$ cat src/rtl/led_matrix_pwm_scan_pkg.sv
// Shared types and constants for the LED-matrix PWM row scanner.
package led_matrix_pwm_scan_pkg;

    typedef enum logic [1:0] {
        ST_IDLE   = 2'd0,
        ST_BLANK  = 2'd1,
        ST_LOAD   = 2'd2,
        ST_ACTIVE = 2'd3
    } scan_state_e;

    localparam int DEF_CLK_FREQ   = 50_000_000;
    localparam int DEF_REFRESH_HZ = 60;

    // Idle column level for each polarity choice.
    localparam logic COL_OFF_LOW_ACTIVE  = 1'b1;
    localparam logic COL_OFF_HIGH_ACTIVE = 1'b0;

    function automatic logic col_off_level(input int active_low);
        return (active_low != 0) ? COL_OFF_LOW_ACTIVE : COL_OFF_HIGH_ACTIVE;
    endfunction

endpackage

$ cat src/rtl/led_matrix_pwm_scan_fb_dbuf.sv
// Double-buffered pixel memory: host writes the back half, scanner
// reads one whole row of the front half per LOAD.
module led_fb_dbuf #(
    parameter int ROWS = 8,
    parameter int COLS = 8,
    parameter int DW   = 12,
    parameter int RW   = 3,
    parameter int CW   = 3
) (
    input  logic               clk_i,
    input  logic               rst_i,
    input  logic               wr_en_i,
    input  logic [RW-1:0]      wr_row_i,
    input  logic [CW-1:0]      wr_col_i,
    input  logic [DW-1:0]      wr_data_i,
    input  logic               rd_en_i,
    input  logic [RW-1:0]      rd_row_i,
    input  logic               toggle_i,
    output logic [COLS*DW-1:0] rd_data_o
);

    logic [DW-1:0] mem_q [2][ROWS][COLS];
    logic          sel_q;
    logic          wr_ok;

    assign wr_ok = wr_en_i
                 && (int'(wr_row_i) < ROWS)
                 && (int'(wr_col_i) < COLS);

    always_ff @(posedge clk_i or posedge rst_i) begin
        if (rst_i) begin
            sel_q <= 1'b0;
        end else if (toggle_i) begin
            sel_q <= ~sel_q;
        end
    end

    // Writes target the half that is back before any toggle this cycle.
    always_ff @(posedge clk_i) begin
        if (wr_ok) begin
            mem_q[~sel_q][wr_row_i][wr_col_i] <= wr_data_i;
        end
        if (rd_en_i) begin
            for (int c = 0; c < COLS; c++) begin
                rd_data_o[c*DW +: DW] <= mem_q[sel_q][rd_row_i][c];
            end
        end
    end

endmodule

$ cat src/rtl/led_matrix_pwm_scan.sv
// RGB LED-matrix row scanner: blank/load/active row FSM with
// per-pixel PWM slots and frame-aligned front/back buffer swap.
module led_matrix_pwm_scan
    import led_matrix_pwm_scan_pkg::*;
#(
    parameter int ROWS           = 8,
    parameter int COLS           = 8,
    parameter int PWM_BITS       = 4,
    parameter int CLK_FREQ       = DEF_CLK_FREQ,
    parameter int REFRESH_HZ     = DEF_REFRESH_HZ,
    parameter int BLANK_CYC      = 16,
    parameter int COL_ACTIVE_LOW = 1,
    localparam int RW = (ROWS > 1) ? $clog2(ROWS) : 1,
    localparam int CW = (COLS > 1) ? $clog2(COLS) : 1
) (
    input  logic                  clk_i,
    input  logic                  rst_i,
    input  logic                  en_i,
    input  logic                  wr_en_i,
    input  logic [RW-1:0]         wr_row_i,
    input  logic [CW-1:0]         wr_col_i,
    input  logic [3*PWM_BITS-1:0] wr_rgb_i,
    input  logic                  swap_req_i,
    output logic                  swap_ack_o,
    output logic                  frame_start_o,
    output logic [ROWS-1:0]       row_o,
    output logic [COLS-1:0]       col_r_o,
    output logic [COLS-1:0]       col_g_o,
    output logic [COLS-1:0]       col_b_o
);

    localparam int DW       = 3 * PWM_BITS;
    localparam int NSLOT    = (2 ** PWM_BITS) - 1;
    localparam int ROW_CYC  = CLK_FREQ / (REFRESH_HZ * ROWS);
    localparam int SLOT_RAW = (ROW_CYC - BLANK_CYC - 1) / NSLOT;
    localparam int SLOT_CYC = (SLOT_RAW < 1) ? 1 : SLOT_RAW;
    localparam int TMAX     = (BLANK_CYC > SLOT_CYC) ? BLANK_CYC : SLOT_CYC;
    localparam int TW       = $clog2(TMAX + 1);

    localparam logic [TW-1:0]       BLANK_LAST = TW'(BLANK_CYC - 1);
    localparam logic [TW-1:0]       SLOT_LAST  = TW'(SLOT_CYC - 1);
    localparam logic [PWM_BITS-1:0] SLOT_MAX   = PWM_BITS'(NSLOT - 1);
    localparam logic [RW-1:0]       ROW_LAST   = RW'(ROWS - 1);
    localparam logic [COLS-1:0]     COL_OFF    = {COLS{col_off_level(COL_ACTIVE_LOW)}};

    scan_state_e         state_q, state_d;
    logic [TW-1:0]       cnt_q, cnt_d;
    logic [PWM_BITS-1:0] slot_q, slot_d;
    logic [RW-1:0]       row_q, row_d;
    logic                pend_q, pend_d;
    logic                apply_swap;
    logic                rd_en;
    logic [COLS*DW-1:0]  rd_row;

    logic [ROWS-1:0] row_o_q, row_o_d;
    logic [COLS-1:0] col_r_q, col_g_q, col_b_q;
    logic [COLS-1:0] lit_r, lit_g, lit_b;
    logic            ack_q, frame_q, frame_d;

    led_fb_dbuf #(
        .ROWS (ROWS),
        .COLS (COLS),
        .DW   (DW),
        .RW   (RW),
        .CW   (CW)
    ) u_fb (
        .clk_i     (clk_i),
        .rst_i     (rst_i),
        .wr_en_i   (wr_en_i),
        .wr_row_i  (wr_row_i),
        .wr_col_i  (wr_col_i),
        .wr_data_i (wr_rgb_i),
        .rd_en_i   (rd_en),
        .rd_row_i  (row_q),
        .toggle_i  (apply_swap),
        .rd_data_o (rd_row)
    );

    always_comb begin
        state_d    = state_q;
        cnt_d      = cnt_q;
        slot_d     = slot_q;
        row_d      = row_q;
        apply_swap = 1'b0;
        rd_en      = 1'b0;
        if (!en_i) begin
            state_d = ST_IDLE;
            cnt_d   = '0;
            slot_d  = '0;
            row_d   = '0;
        end else begin
            unique case (state_q)
                ST_IDLE: begin
                    state_d = ST_BLANK;
                    cnt_d   = '0;
                end
                ST_BLANK: begin
                    apply_swap = pend_q && (cnt_q == '0) && (row_q == '0);
                    if (cnt_q == BLANK_LAST) begin
                        cnt_d   = '0;
                        state_d = ST_LOAD;
                    end else begin
                        cnt_d = cnt_q + 1'b1;
                    end
                end
                ST_LOAD: begin
                    rd_en   = 1'b1;
                    state_d = ST_ACTIVE;
                    cnt_d   = '0;
                    slot_d  = '0;
                end
                ST_ACTIVE: begin
                    if (cnt_q != SLOT_LAST) begin
                        cnt_d = cnt_q + 1'b1;
                    end else if (slot_q != SLOT_MAX) begin
                        cnt_d  = '0;
                        slot_d = slot_q + 1'b1;
                    end else begin
                        cnt_d   = '0;
                        slot_d  = '0;
                        state_d = ST_BLANK;
                        row_d   = (row_q == ROW_LAST) ? '0 : row_q + 1'b1;
                    end
                end
                default: state_d = ST_IDLE;
            endcase
        end
    end

    // A request arriving while a swap is being applied is absorbed by it.
    assign pend_d  = apply_swap ? 1'b0 : (pend_q | swap_req_i);
    assign frame_d = en_i && (state_q == ST_LOAD) && (row_q == '0);

    always_comb begin
        row_o_d = '0;
        lit_r   = '0;
        lit_g   = '0;
        lit_b   = '0;
        if (en_i && (state_q == ST_ACTIVE)) begin
            row_o_d = ROWS'(1) << row_q;
            for (int c = 0; c < COLS; c++) begin
                lit_r[c] = rd_row[c*DW + 2*PWM_BITS +: PWM_BITS] > slot_q;
                lit_g[c] = rd_row[c*DW + PWM_BITS +: PWM_BITS] > slot_q;
                lit_b[c] = rd_row[c*DW +: PWM_BITS] > slot_q;
            end
        end
    end

    always_ff @(posedge clk_i or posedge rst_i) begin
        if (rst_i) begin
            state_q <= ST_IDLE;
            cnt_q   <= '0;
            slot_q  <= '0;
            row_q   <= '0;
            pend_q  <= 1'b0;
            row_o_q <= '0;
            col_r_q <= COL_OFF;
            col_g_q <= COL_OFF;
            col_b_q <= COL_OFF;
            ack_q   <= 1'b0;
            frame_q <= 1'b0;
        end else begin
            state_q <= state_d;
            cnt_q   <= cnt_d;
            slot_q  <= slot_d;
            row_q   <= row_d;
            pend_q  <= pend_d;
            row_o_q <= row_o_d;
            col_r_q <= lit_r ^ COL_OFF;
            col_g_q <= lit_g ^ COL_OFF;
            col_b_q <= lit_b ^ COL_OFF;
            ack_q   <= apply_swap;
            frame_q <= frame_d;
        end
    end

    assign row_o         = row_o_q;
    assign col_r_o       = col_r_q;
    assign col_g_o       = col_g_q;
    assign col_b_o       = col_b_q;
    assign swap_ack_o    = ack_q;
    assign frame_start_o = frame_q;

endmodule

$ cat config.mk
export PLATFORM = sky130hd
export DESIGN_NAME = led_matrix_pwm_scan
export DESIGN_NICKNAME = d
export VERILOG_FILES = /design/src/rtl/led_matrix_pwm_scan_pkg.sv /design/src/rtl/led_matrix_pwm_scan_fb_dbuf.sv /design/src/rtl/led_matrix_pwm_scan.sv
export SDC_FILE = /design/constraint.sdc
export NUM_CORES = 2
export LEC_CHECK = 0
export CAP_MARGIN = 25
export CORE_ASPECT_RATIO = 0.6
export CORE_MARGIN = 2
export CORE_UTILIZATION = 37
export DETAILED_ROUTE_END_ITERATION = 16
export SYNTH_ARGS = -nofsm -noshare
export SYNTH_HDL_FRONTEND = slang
export SYNTH_SLANG_ARGS = --single-unit
$ cat constraint.sdc
create_clock -name clk_i -period 4.3 [get_ports clk_i]
set_clock_uncertainty 0.05 [all_clocks]
set_input_delay 0.645 -clock clk_i [delete_from_list [all_inputs] [get_ports clk_i]]
set_output_delay 0.645 -clock clk_i [all_outputs]
set_load 0.03 [all_outputs]
==> results.tsv <==
metric	value	unit
layout_commonest_cell	edfxtp_1	
hold_viol_final	0	
p_leak	23.65	nW
synth.distinct_cells	42	
pre_cts_ws	1.070	ns
wirelength	159300	um
finalSetupViolCount	0	
synthCells	2829	
start_util	37.26	%
core	175500	um2
finalWorstSetupSlack	1.231	ns
antenna_found_initial	16	
ctsResizeCount	0	
synth_top_family_by_area	multiplexers	
cp_num_cells	3	
hpwl	98010	um
hold_class	input port to asynchronous set/reset pin	
worst_skew_pair.late_latency	0.79	ns
cts_setup_buffers	0	
drt_first_pass_iters	5	
final_max_slew_viol_count	0	
dieArea	180300	um2
die_w	546.8	um
grt_pass1_wl	227000	um
cp-end-kind	register	
critPathTopFamily	multiplexers	
clkTransAtPathRegs	0.06	ns
synth.net_count	2962	
synthSimpleGateAreaFrac	1.825	%
vdd_drop_max	0.2925	mV
route.detailed.drc	0	
critPathMostFrequentCell	mux4_2	
synth-xor-area-share	0.1607	%
power	38.18	mW
drtIter0Drc	4424	
cts_buffers	157	
postRouteAntennaNets	0	
ys_warn_count	0	
wire_per_inst	28.37	um
crit_chain	buf_12 -> mux4_2 -> mux4_2	
start_kind	register	
num_vias	30496	
synth-adder-area-share	2.104	%
fp.dieH	329.7	um
design_area	75280	um2
worst-setup-path-type	register to register	
layout.nets	3269	
worstMarginPinSlew	0.9993	ns
cts_tree	yes	
utilization	42.88	%
max-slew-margin-rel	33.38	%
syn2layout_area_growth	15.08	%
cp.buffers_inverters	1	
cap_violations	0	
layout_common_cells	edfxtp_1, mux4_2, buf_4	
gr-usage-all-layers	17.63	%
dp_cells	5336	
run_status	complete, no violations	
grt_max_degree	129	
final-instance-count-excl-fill	5614	
io_buffers	56	
cts_buffer_depth	4	
cts-root-buf	clkbuf_16	
grt_pass1_vias	29738	
gp_congestion	0.7677	
holdWs	0.2950	ns
r2r_cells	3	
vias_per_cell	5.432	
synthMuxAreaShare	16.56	%
hold_buffers	0	
ys_ff_latch	1690	
worstPathArrival	3.52	ns
place_area	70340	um2
rsz0062_at_grt	no	
finalSetupTns	0	ns
drive_above_1_share	29.60	%
worstPathRequired	4.76	ns
grt_overflow	0	
worst_path_largest_cell_delay	0.80	ns
cts-htree-levels	4	
pin_count	57	
synth_compound_area_share	1.111	%
seq_area_frac_synth	77.18	%
synth_area	65410	um2
path_max_fanout	73	
min_period	3.069	ns
num_rows	119	
synth.avg_cell_area	23.12	um2
crit_slowest_cell	dfrtp_4	
fmax	325.8	MHz
cts.sinks	1690	
fin_crit_sh	71.37	%
power_density	507.2	nW/um2
## registers in the layout, summed over array words and instances (netlist names), 4 cells and up
signal          flops
cnt_q              13
col_b_o             8
col_g_o             8
col_r_o             8
row_o               8
slot_q              4
u_fb.mem_q       1536
u_fb.rd_data_o     96
## metal layers
layer / track usage [%] / part of all wire (%) / vias to the layer above
li1: - / - / 12555
met1: 28.52 / 47 / 16433
met2: 23.23 / 40 / 1359
met3: 5.691 / 12 / 149
met4: 2.599 / 1.3 / 0
met5: 0 / 0 / -
## synth_stat cells
library cell	instances	area [um2]
edfxtp_1	1632	49010
mux4_2	480	10810
nor2_1	153	574.3
ha_1	110	1376
clkbuf_1	73	274.0
inv_1	50	187.7
buf_2	38	190.2
o21a_1	36	270.3
dfrtp_1	34	850.8
nand3_1	29	145.1
nor2b_1	28	175.2
dfstp_2	24	630.6
nand2_1	21	78.83
o21ai_0	19	95.09
a41oi_1	18	157.7
buf_1	10	37.54
and3_1	9	56.30
a21oi_1	7	35.03
nor3_1	6	30.03
o221ai_1	6	52.55
o22ai_1	6	37.54
xnor2_1	6	52.55
xor2_1	6	52.55
and2_1	4	25.02
nand4_1	4	25.02
mux2i_1	2	20.02
o31ai_1	2	15.01
or4_4	2	22.52
a211oi_1	1	7.510
a211oi_2	1	12.51
a21boi_1	1	7.510
a22o_1	1	8.760
inv_2	1	3.750
nand2b_1	1	6.260
nand3_2	1	10.01
nor4_4	1	21.27
nor4bb_1	1	10.01
o211ai_2	1	12.51
o21ai_1	1	5.000
o311a_1	1	10.01
or3_1	1	6.260
or4_1	1	7.510
## where the power goes
group          total [mW]  internal, mW  switching (mW)
Clock                13.7          7.78            5.96
Combinational        5.90          2.83            3.07
Sequential           18.5          18.4           0.168
## worst register-to-register path: stages (launching register included)
cell	delay (ns)
dfrtp_4	0.80
buf_12	0.58
mux4_2	0.87
mux4_2	0.50
## area by class of cell
class                      instances  area [um2]
timing repair buffer             269        2455
antenna                            5       12.51
fill                           14830      100300
multi-input combinational        967       14230
clock buffer                     191        4119
tap                             2359        2952
sequential                      1690       50500
clock inverter                    82       805.8
inverter                          51       197.7
## cells by family after synthesis
kind of cell    Yosys count
compound gates          101
xor+xnor                 12
fa+ha+maj               110
buf+inv                 172
flops                  1690
mux                     482
simple gates            262
## worst paths after layout
kind	from	endpoint	slack (ns)
max	u_fb.sel_q	u_fb.rd_data_o[58]	1.23
min reg2reg	cnt_q[0]	cnt_q[0]	0.46
max in group asynchronous	rst_i	col_b_o[4]	3.10
min	rst_i	row_q[2]	0.29
max reg2reg	u_fb.sel_q	u_fb.rd_data_o[58]	1.23
min in group clk_i	wr_rgb_i[6]	u_fb.mem_q[0][378]	0.39
(Power assumes the default switching activity.)
